File: src/rtl/draw_scheduler.sv
`default_nettype none
// ============================================================================
// Module      : draw_scheduler
// Description : Queues shape draw commands and sequences them through the
//               line and fill engines, retiring each with its shape ID.
//               Optional watchdog enabled by DRAW_SCHED_TIMEOUT_EN.
// Revision    : 1.0 - initial release
// ============================================================================
module draw_scheduler #(
    parameter int DEPTH     = 4,
    parameter int ID_W      = 4,
    parameter int TO_CYCLES = 1023
) (
    input  logic                         clk,
    input  logic                         rst,
    input  logic                         cmd_valid,
    output logic                         cmd_ready,
    input  logic [1:0]                   cmd_op,
    input  logic [ID_W-1:0]              cmd_id,
    output logic                         line_start,
    input  logic                         line_done,
    output logic                         fill_en,
    input  logic                         fill_done,
    output logic                         busy,
    output logic [ID_W-1:0]              active_id,
    output logic                         cmd_done,
    output logic [ID_W-1:0]              done_id,
    output logic                         err,
    output logic [$clog2(DEPTH+1)-1:0]   queue_count
);

    localparam int PTR_W = (DEPTH > 1) ? $clog2(DEPTH) : 1;
    localparam int CNT_W = $clog2(DEPTH + 1);
    localparam logic [CNT_W-1:0] C_DEPTH = CNT_W'(DEPTH);

    localparam logic [1:0] C_OP_LINE = 2'b00;
    localparam logic [1:0] C_OP_FILL = 2'b01;
    localparam logic [1:0] C_OP_LF   = 2'b10;

    localparam logic [2:0] C_ST_IDLE      = 3'd0;
    localparam logic [2:0] C_ST_POP       = 3'd1;
    localparam logic [2:0] C_ST_LINE_GO   = 3'd2;
    localparam logic [2:0] C_ST_LINE_WAIT = 3'd3;
    localparam logic [2:0] C_ST_FILL_GO   = 3'd4;
    localparam logic [2:0] C_ST_FILL_WAIT = 3'd5;
    localparam logic [2:0] C_ST_RETIRE    = 3'd6;

    logic [1:0]      op_mem_q [DEPTH];
    logic [ID_W-1:0] id_mem_q [DEPTH];

    logic [PTR_W-1:0] wr_ptr_q, wr_ptr_d;
    logic [PTR_W-1:0] rd_ptr_q, rd_ptr_d;
    logic [CNT_W-1:0] count_q,  count_d;
    logic [2:0]       state_q,  state_d;
    logic [1:0]       cur_op_q, cur_op_d;
    logic [ID_W-1:0]  cur_id_q, cur_id_d;
    logic             to_err_q, to_err_d;

    logic w_push;
    logic w_pop;
    logic w_timeout;

    assign cmd_ready = (count_q < C_DEPTH);
    assign w_push    = cmd_valid && cmd_ready;

`ifdef DRAW_SCHED_TIMEOUT_EN
    localparam int TO_W = $clog2(TO_CYCLES + 1);

    logic [TO_W-1:0] wait_cnt_q, wait_cnt_d;

    // Counter is zero in every non-WAIT state, so entry into a WAIT state starts from 0.
    always_comb begin
        wait_cnt_d = '0;
        if (state_q == C_ST_LINE_WAIT || state_q == C_ST_FILL_WAIT) begin
            wait_cnt_d = wait_cnt_q + TO_W'(1);
        end
    end

    always_ff @(posedge clk) begin
        if (rst) begin
            wait_cnt_q <= '0;
        end else begin
            wait_cnt_q <= wait_cnt_d;
        end
    end

    assign w_timeout = (wait_cnt_q == TO_W'(TO_CYCLES - 1));
`else
    logic w_unused_to;
    assign w_unused_to = (TO_CYCLES == 0);
    assign w_timeout   = 1'b0;
`endif

    always_comb begin
        state_d  = state_q;
        cur_op_d = cur_op_q;
        cur_id_d = cur_id_q;
        to_err_d = 1'b0;
        w_pop    = 1'b0;
        case (state_q)
            C_ST_IDLE: begin
                if (count_q != '0) begin
                    w_pop    = 1'b1;
                    cur_op_d = op_mem_q[rd_ptr_q];
                    cur_id_d = id_mem_q[rd_ptr_q];
                    state_d  = C_ST_POP;
                end
            end
            C_ST_POP: begin
                case (cur_op_q)
                    C_OP_LINE, C_OP_LF: state_d = C_ST_LINE_GO;
                    C_OP_FILL:          state_d = C_ST_FILL_GO;
                    default:            state_d = C_ST_IDLE;
                endcase
            end
            C_ST_LINE_GO: state_d = C_ST_LINE_WAIT;
            C_ST_LINE_WAIT: begin
                // line_done wins over a coincident fill_done here.
                if (line_done) begin
                    state_d = (cur_op_q == C_OP_LF) ? C_ST_FILL_GO : C_ST_RETIRE;
                end else if (w_timeout) begin
                    state_d  = C_ST_IDLE;
                    to_err_d = 1'b1;
                end
            end
            C_ST_FILL_GO: state_d = C_ST_FILL_WAIT;
            C_ST_FILL_WAIT: begin
                if (fill_done) begin
                    state_d = C_ST_RETIRE;
                end else if (w_timeout) begin
                    state_d  = C_ST_IDLE;
                    to_err_d = 1'b1;
                end
            end
            C_ST_RETIRE: state_d = C_ST_IDLE;
            default:     state_d = C_ST_IDLE;
        endcase
    end

    always_comb begin
        wr_ptr_d = w_push ? wr_ptr_q + PTR_W'(1) : wr_ptr_q;
        rd_ptr_d = w_pop  ? rd_ptr_q + PTR_W'(1) : rd_ptr_q;
        count_d  = count_q;
        case ({w_push, w_pop})
            2'b10:   count_d = count_q + CNT_W'(1);
            2'b01:   count_d = count_q - CNT_W'(1);
            default: count_d = count_q;
        endcase
    end

    always_ff @(posedge clk) begin
        if (w_push) begin
            op_mem_q[wr_ptr_q] <= cmd_op;
            id_mem_q[wr_ptr_q] <= cmd_id;
        end
    end

    always_ff @(posedge clk) begin
        if (rst) begin
            wr_ptr_q <= '0;
            rd_ptr_q <= '0;
            count_q  <= '0;
            state_q  <= C_ST_IDLE;
            cur_op_q <= '0;
            cur_id_q <= '0;
            to_err_q <= 1'b0;
        end else begin
            wr_ptr_q <= wr_ptr_d;
            rd_ptr_q <= rd_ptr_d;
            count_q  <= count_d;
            state_q  <= state_d;
            cur_op_q <= cur_op_d;
            cur_id_q <= cur_id_d;
            to_err_q <= to_err_d;
        end
    end

    assign line_start  = (state_q == C_ST_LINE_GO);
    assign fill_en     = (state_q == C_ST_FILL_GO);
    assign busy        = (state_q != C_ST_IDLE);
    assign active_id   = busy ? cur_id_q : '0;
    assign cmd_done    = (state_q == C_ST_RETIRE);
    assign done_id     = cmd_done ? cur_id_q : '0;
    assign err         = ((state_q == C_ST_POP) && (cur_op_q == 2'b11)) || to_err_q;
    assign queue_count = count_q;

endmodule
`default_nettype wire

File: config.mk
export PLATFORM = sky130hd
export DESIGN_NAME = draw_scheduler
export DESIGN_NICKNAME = d
export VERILOG_FILES = /design/src/rtl/draw_scheduler.sv
export SDC_FILE = /design/constraint.sdc
export NUM_CORES = 1
export LEC_CHECK = 0
export CORE_MARGIN = 2
export CORE_UTILIZATION = 25
export CTS_CLUSTER_DIAMETER = 80
export DETAILED_ROUTE_END_ITERATION = 10
export DONT_BUFFER_PORTS = 1
export PLACE_DENSITY = 0.38
export SYNTH_ARGS = -nofsm -noshare
export SYNTH_HDL_FRONTEND = slang
export SYNTH_SLANG_ARGS = --single-unit
File: constraint.sdc
create_clock -name clk -period 2.1 [get_ports clk]
set_input_delay 0.21 -clock clk [delete_from_list [all_inputs] [get_ports clk]]
set_output_delay 0.21 -clock clk [all_outputs]
set_load 0.05 [all_outputs]
Yosys cells after proc, flatten, opt, wreduce, memory -nomap -nowiden
Memory sizes are Yosys's and may differ from the RTL's. A register that Yosys moved wholly into a read port is not among the register bits.
Cells that the tools add are included.
{ "word_totals": {"reg_bits": 10, "ramBits": 24, "inputBits": 11, "mem_count": 2} }
{ "memory_table": {"columns": ["name", "depth", "width", "read_ports", "rd_clocked_by_memory_dff", "wr", "line_no", "text"], "rows": [
  ["id_mem_q", 4, 4, 1, 1, 1, "49", "logic [ID_W-1:0] id_mem_q [DEPTH];"],
  ["op_mem_q", 4, 2, 1, 1, 1, "48", "logic [1:0] op_mem_q [DEPTH];"]
]} }
{ "op_classes": {"addsub": 4, "magnitude_cmp": 1, "eq_ne": 14, "muxes": 13, "reduce_logical": 10} }
{ "op_table": {"columns": ["operator", "count"], "rows": [
  ["$pmux 3 s6", 1],
  ["$pmux 3 s2", 2],
  ["$eq 3x3->1 const B", 3],
  ["$mux 3", 3],
  ["$mux 4", 2],
  ["$eq 2x2->1 const B", 3],
  ["$eq 3x2->1 const B", 2],
  ["$ne 2x2->1 const B", 3],
  ["$reduce_bool 3->1", 2],
  ["$add 2x1->2 const B", 2],
  ["$eq 2x1->1 const B", 2],
  ["$mux 1", 4],
  ["$add 3x1->3 const B", 1],
  ["$eq 3x1->1 const B", 1],
  ["$logic_not 3->1", 1],
  ["$lt 3x3->1 const B", 1],
  ["$reduce_and 3->1", 1],
  ["$sub 3x1->3 const B", 1],
  ["$logic_and 1x1->1", 2],
  ["$logic_not 2->1", 1],
  ["$mux 2", 1],
  ["$reduce_and 2->1", 1],
  ["$reduce_bool 2->1", 1],
  ["$reduce_or 2->1", 1]
]} }

Depth between registers and ports, before layout
{ "logic_depth": {"depth_word": 5, "ltp_mapped": 9} }

Worst setup path before layout
Ideal clock, no wire load.
{ "synth_path": {"path_type": "reg2reg", "start": "register count_q[0] (netlist: queue_count[0])", "end": "register count_q[2] (netlist: queue_count[2])", "setup_ns": 0.071, "arrival_time_ns": 2.218, "required_time_ns": 2.029, "setup_slack_ns": -0.189, "stages_incl_launch_ff": 9, "cell_sequence": "dfxtp_1 nor3_1 nor2_1 ha_1 inv_1 fa_1 xor2_1 or3_1 a21oi_1"} }
{ "synth_between": {"elab_chain_cells": 5, "elab_cells_between_ends": 11} }
{ "synth_rtl": {"columns": ["element", "line_no", "text"], "rows": [
  ["start: declaration", "53", "logic [CNT_W-1:0] count_q, count_d;"],
  ["start signal: assignment", "170", "count_q <= count_d;"],
  ["$reduce_bool 3->1 *", "102", "if (count_q != '0) begin"],
  ["$mux 1 *", "102", null],
  ["$mux 1 *", "100", "case (state_q)"],
  ["named net w_pop", "60", "logic w_pop;"],
  ["$eq 2x1->1 or $eq 2x2->1 (tied branches)", "144", "case ({w_push, w_pop})"],
  ["$pmux 3 s2 or $reduce_bool 2->1 (tied branches)", null, null]
]} }
Mark *: on every way through the listed nets, which the timed path passes. The rest lies on a longest branch.
A chain may end at the register's enable or synchronous reset.

Worst setup path in the final report
{ "layout_path": {"start": "register state_q[2]", "end": "register count_q[2] (netlist: queue_count[2])"} }
{ "layout_between": {"elab_chain_cells": 4, "elab_cells_between_ends": 6} }
{ "layout_rtl": {"columns": ["element", "line_no", "text"], "rows": [
  ["start: declaration", "54", "logic [2:0] state_q, state_d;"],
  ["start signal: assignment", "171", "state_q <= state_d;"],
  ["$logic_not 3->1 *", "100", null],
  ["$mux 1 *", "100", null],
  ["named net w_pop", "60", null],
  ["$eq 2x1->1 or $eq 2x2->1 (tied branches)", "144", null],
  ["$pmux 3 s2 or $reduce_bool 2->1 (tied branches)", null, null]
]} }
Marked as above.

==> results.sh <==
export IMPL_status="completed"
export IMPL_dp_final_hpwl_mm=2.532
export IMPL_post_syn_area_um2=1800
export IMPL_fp_dieW_um=88.87
export IMPL_preCtsSetupSlack_ps=30.79
export IMPL_antenna_cells=0
export IMPL_critical_path_startpoint_type="flip-flop"
export IMPL_globalRouteTotalUtil_pct=9.692
export IMPL_initial_utilization_pct=26.21
export IMPL_numCtsBuffers=5
export IMPL_ys_seq_elements=40
export IMPL_final_min_clock_period_ps=2011
export IMPL_antenna_found_initial=0
export IMPL_tritoncts="built"
export IMPL_final_critical_path_setup_slack_ps=88.56
export IMPL_post_route_period_util_pct=95.78
export IMPL_place_gp_congestion=0.7858
export IMPL_clock_tree_root_cell="sky130_fd_sc_hd__clkbuf_8"
export IMPL_chipHeight_um=88.87
export IMPL_ctsLongestPathBuffers=2
export IMPL_largest_family_of_logic_cells_by_synthesized_area="simple AND/OR/NAND/NOR gates"
export IMPL_ios=28
export IMPL_post_cts_clock_slew_at_the_launch_and_capture_registers_of_the_worst_setup_and_hold_paths_ps=80
export IMPL_drv_slew=0
export IMPL_clock_network_latency_to_the_later_pin_of_the_worst_skew_pair_ps=290
export IMPL_wl_per_cell_um=12.87
export IMPL_cap_violations=0
export IMPL_number_of_warnings_printed_during_yosys_synthesis=0
export IMPL_post_route_cells_drive_above_1_share_pct=24.28
export IMPL_critical_path_peak_fanout=2
export IMPL_first_global_vias=1195
export IMPL_floorplan_core_area_um2=6869
export IMPL_synth_sequential_area_ratio_pct=57.82
export IMPL_post_synth_and_or_nand_nor_area_fraction_pct=14.38
export IMPL_power_per_cell_area_nw_per_um2=1338
export IMPL_whs_ps=161.3
export IMPL_mappedNetlistNets=165
export IMPL_timing_worst_setup_path_type="reg2reg"
export IMPL_max_slew_worst_pin_slew_ps=584.0
export IMPL_power_total_mw=3.049
export IMPL_rows=30
export IMPL_worst_path_buf_inv=2
export IMPL_synthXorXnorAreaFrac_pct=1.459
export IMPL_layout_filler_cells=694
export IMPL_remaining_drcs=0
export IMPL_ir_worst_vdd_mv=0.4981
export IMPL_dr_total_vias=1164
export IMPL_clock_tree_htree_level_count=2
export IMPL_worst_setup_path_end_kind="flip-flop"
export IMPL_pre_repair_dr_iteration_count=4
export IMPL_worst_endpoint_required_ps=2310
export IMPL_ys_flop_type="sky130_fd_sc_hd__edfxtp_1"
export IMPL_async_reset_ff_share_pct=0
export IMPL_multi_input_comb_area_um2=693.2
export IMPL_finalSetupViolations=0
export IMPL_synth_adder_area_share_pct=4.587
export IMPL_worst_clock_skew_ps=3.851
export IMPL_synth_edff_count=24
export IMPL_timing_hold_violations_final=0
export IMPL_pin_count_of_the_biggest_net_entering_global_routing=17
export IMPL_finish_net_count=189
export IMPL_complex_gate_fraction_of_the_synthesized_area_pct=9.173
export IMPL_worst_path_max_delay_cell="sky130_fd_sc_hd__fa_1"
export IMPL_globalRouteOverflowTotal=0
export IMPL_final_antenna_net_count=0
export IMPL_synth_mux_area_share_pct=8.061
export IMPL_fin_util_pct=33.17
export IMPL_relSlewSlack_pct=61.01
export IMPL_avgSynthCellArea_um2=12.17
export IMPL_timing_critical_path_arrival_ps=2220
export IMPL_rsz0062_at_grt="false"
export IMPL_ys_types=34
export IMPL_viasPerCell=4.327
export IMPL_cts_sink_count=40
export IMPL_grt_first_pass_wirelength_mm=5.658
export IMPL_hold_path_class="in2reg"
export IMPL_crit_path_largest_cell_delay_ps=370
export IMPL_cp_top_family="simple AND/OR/NAND/NOR gates"
export IMPL_power_static_leakage_nw=0.7902
export IMPL_route_final_wire_length_mm=3.462
export IMPL_synthesis_instances=148
export IMPL_io_buffers=0
export IMPL_max_freq_mhz=497.2
export IMPL_area_delta_synth_final_pct=26.55
export IMPL_tns_ps=0
export IMPL_seq_area_um2=1046
export IMPL_drt_first_iter_violations=26
export IMPL_die_area_um2=7897
export IMPL_cp_cell_sequence="nor3_4 > inv_2 > nor2_4 > ha_2 > inv_1 > fa_1 > xor2_1 > or3_1 > a21oi_1"
==> sequential cells by signal, summed over array words and instances, names as in the netlist <==
register,count
state_q,3
op_mem_q,8
queue_count,3
cur_op_q,2
rd_ptr_q,2
cur_id_q,4
id_mem_q,16
wr_ptr_q,2
==> layout by cell type (no fill, tap or decap), types with 3 or more instances in the layout <==
master	Yosys	final
sky130_fd_sc_hd__ha_1	5	4
sky130_fd_sc_hd__buf_4	0	15
sky130_fd_sc_hd__mux4_2	6	6
sky130_fd_sc_hd__dfxtp_1	16	12
sky130_fd_sc_hd__edfxtp_1	24	24
sky130_fd_sc_hd__clkbuf_8	0	5
sky130_fd_sc_hd__and2_1	12	12
sky130_fd_sc_hd__dlygate4sd3_1	0	7
sky130_fd_sc_hd__nor3_1	3	3
sky130_fd_sc_hd__o21ai_0	10	10
sky130_fd_sc_hd__nor2_1	9	8
sky130_fd_sc_hd__or3_1	3	3
sky130_fd_sc_hd__buf_12	0	4
sky130_fd_sc_hd__inv_1	10	10
sky130_fd_sc_hd__a21oi_1	10	10
sky130_fd_sc_hd__nand3_1	6	6
sky130_fd_sc_hd__dfxtp_2	0	4
==> metrics by stage <==
stage | instances | area, µm²
global placement | 253 | 2074
CTS | 262 | 2200
finish | 269 | 2278
global route | 269 | 2278
detailed placement | 253 | 2074
floorplan | 148 | 1804
==> power breakdown <==
group	switching [mW]	total (mW)	internal, mW
Combinational	0.786	1.28	0.492
Clock	0.276	0.634	0.358
Sequential	0.133	1.14	1.00
==> per-layer routing <==
layer	track usage (%)	vias up	part of all wire, %
met4	3.306	0	0.75
met1	11.21	548	44
met2	16.35	37	48
met5	0	-	0
li1	-	577	-
met3	3.825	2	7.5
==> cells in the mapped netlist (2+ instances only) <==
master	number	share of area (%)
sky130_fd_sc_hd__inv_1	10	2.1
sky130_fd_sc_hd__clkbuf_1	4	0.83
sky130_fd_sc_hd__mux4_2	6	7.5
sky130_fd_sc_hd__and2_1	12	4.2
sky130_fd_sc_hd__nand2b_1	2	0.69
sky130_fd_sc_hd__nand3_1	6	1.7
sky130_fd_sc_hd__ha_1	5	3.5
sky130_fd_sc_hd__buf_2	5	1.4
sky130_fd_sc_hd__xor2_1	2	0.97
sky130_fd_sc_hd__nand4bb_1	2	1.3
sky130_fd_sc_hd__nor2b_1	2	0.69
sky130_fd_sc_hd__o21ai_0	10	2.8
sky130_fd_sc_hd__nand2_1	2	0.42
sky130_fd_sc_hd__nor2_1	9	1.9
sky130_fd_sc_hd__dfxtp_1	16	18
sky130_fd_sc_hd__or3_1	3	1.0
sky130_fd_sc_hd__a21oi_1	10	2.8
sky130_fd_sc_hd__nor3_1	3	0.83
sky130_fd_sc_hd__edfxtp_1	24	40
==> logic make-up after synthesis <==
logic type                 count (synthesis)
AOI/OAI and AO/OA                         28
xor gates and xnor gates                   3
adders and majority gates                  6
buffers and inverters                     20
DFF                                       40
muxes                                      7
and+or+nand+nor                           44
==> repair_timing <==
item	4_1_cts	5_1_grt
hold buffers	1	6
resized for setup	0	4
setup endpoints to repair	0	1
buffers inserted	0	1
hold endpoints to repair	15	24
==> worst paths after layout <==
| path | end | start | slack, ps | depth (start not counted) |
|---|---|---|---|---|
| worst max-delay path | queue_count[2] | state_q[2] | 90 | 9 |
| worst min-delay path | rd_ptr_q[1] | rst | 160 | 2 |
| worst max register to register | queue_count[2] | state_q[2] | 90 | 9 |
| worst min register to register | cur_id_q[0] | cur_id_q[0] | 490 | 2 |
==> area by class of cell <==
class,count,area share [%]
sequential,40,45.91
multi-input combinational,88,30.42
timing repair buffer,26,11.53
tap,96,5.272
clock buffer,5,3.020
clock inverter,3,2.032
inverter,11,1.812
==> worst register-to-register path, cell delays in order, from the launching register on <==
cell,delay [ps]
sky130_fd_sc_hd__dfxtp_2,340
sky130_fd_sc_hd__nor3_4,200
sky130_fd_sc_hd__inv_2,70
sky130_fd_sc_hd__nor2_4,110
sky130_fd_sc_hd__ha_2,180
sky130_fd_sc_hd__inv_1,50
sky130_fd_sc_hd__fa_1,370
sky130_fd_sc_hd__xor2_1,160
sky130_fd_sc_hd__or3_1,310
sky130_fd_sc_hd__a21oi_1,150
Power figures use the tool's default switching activity.
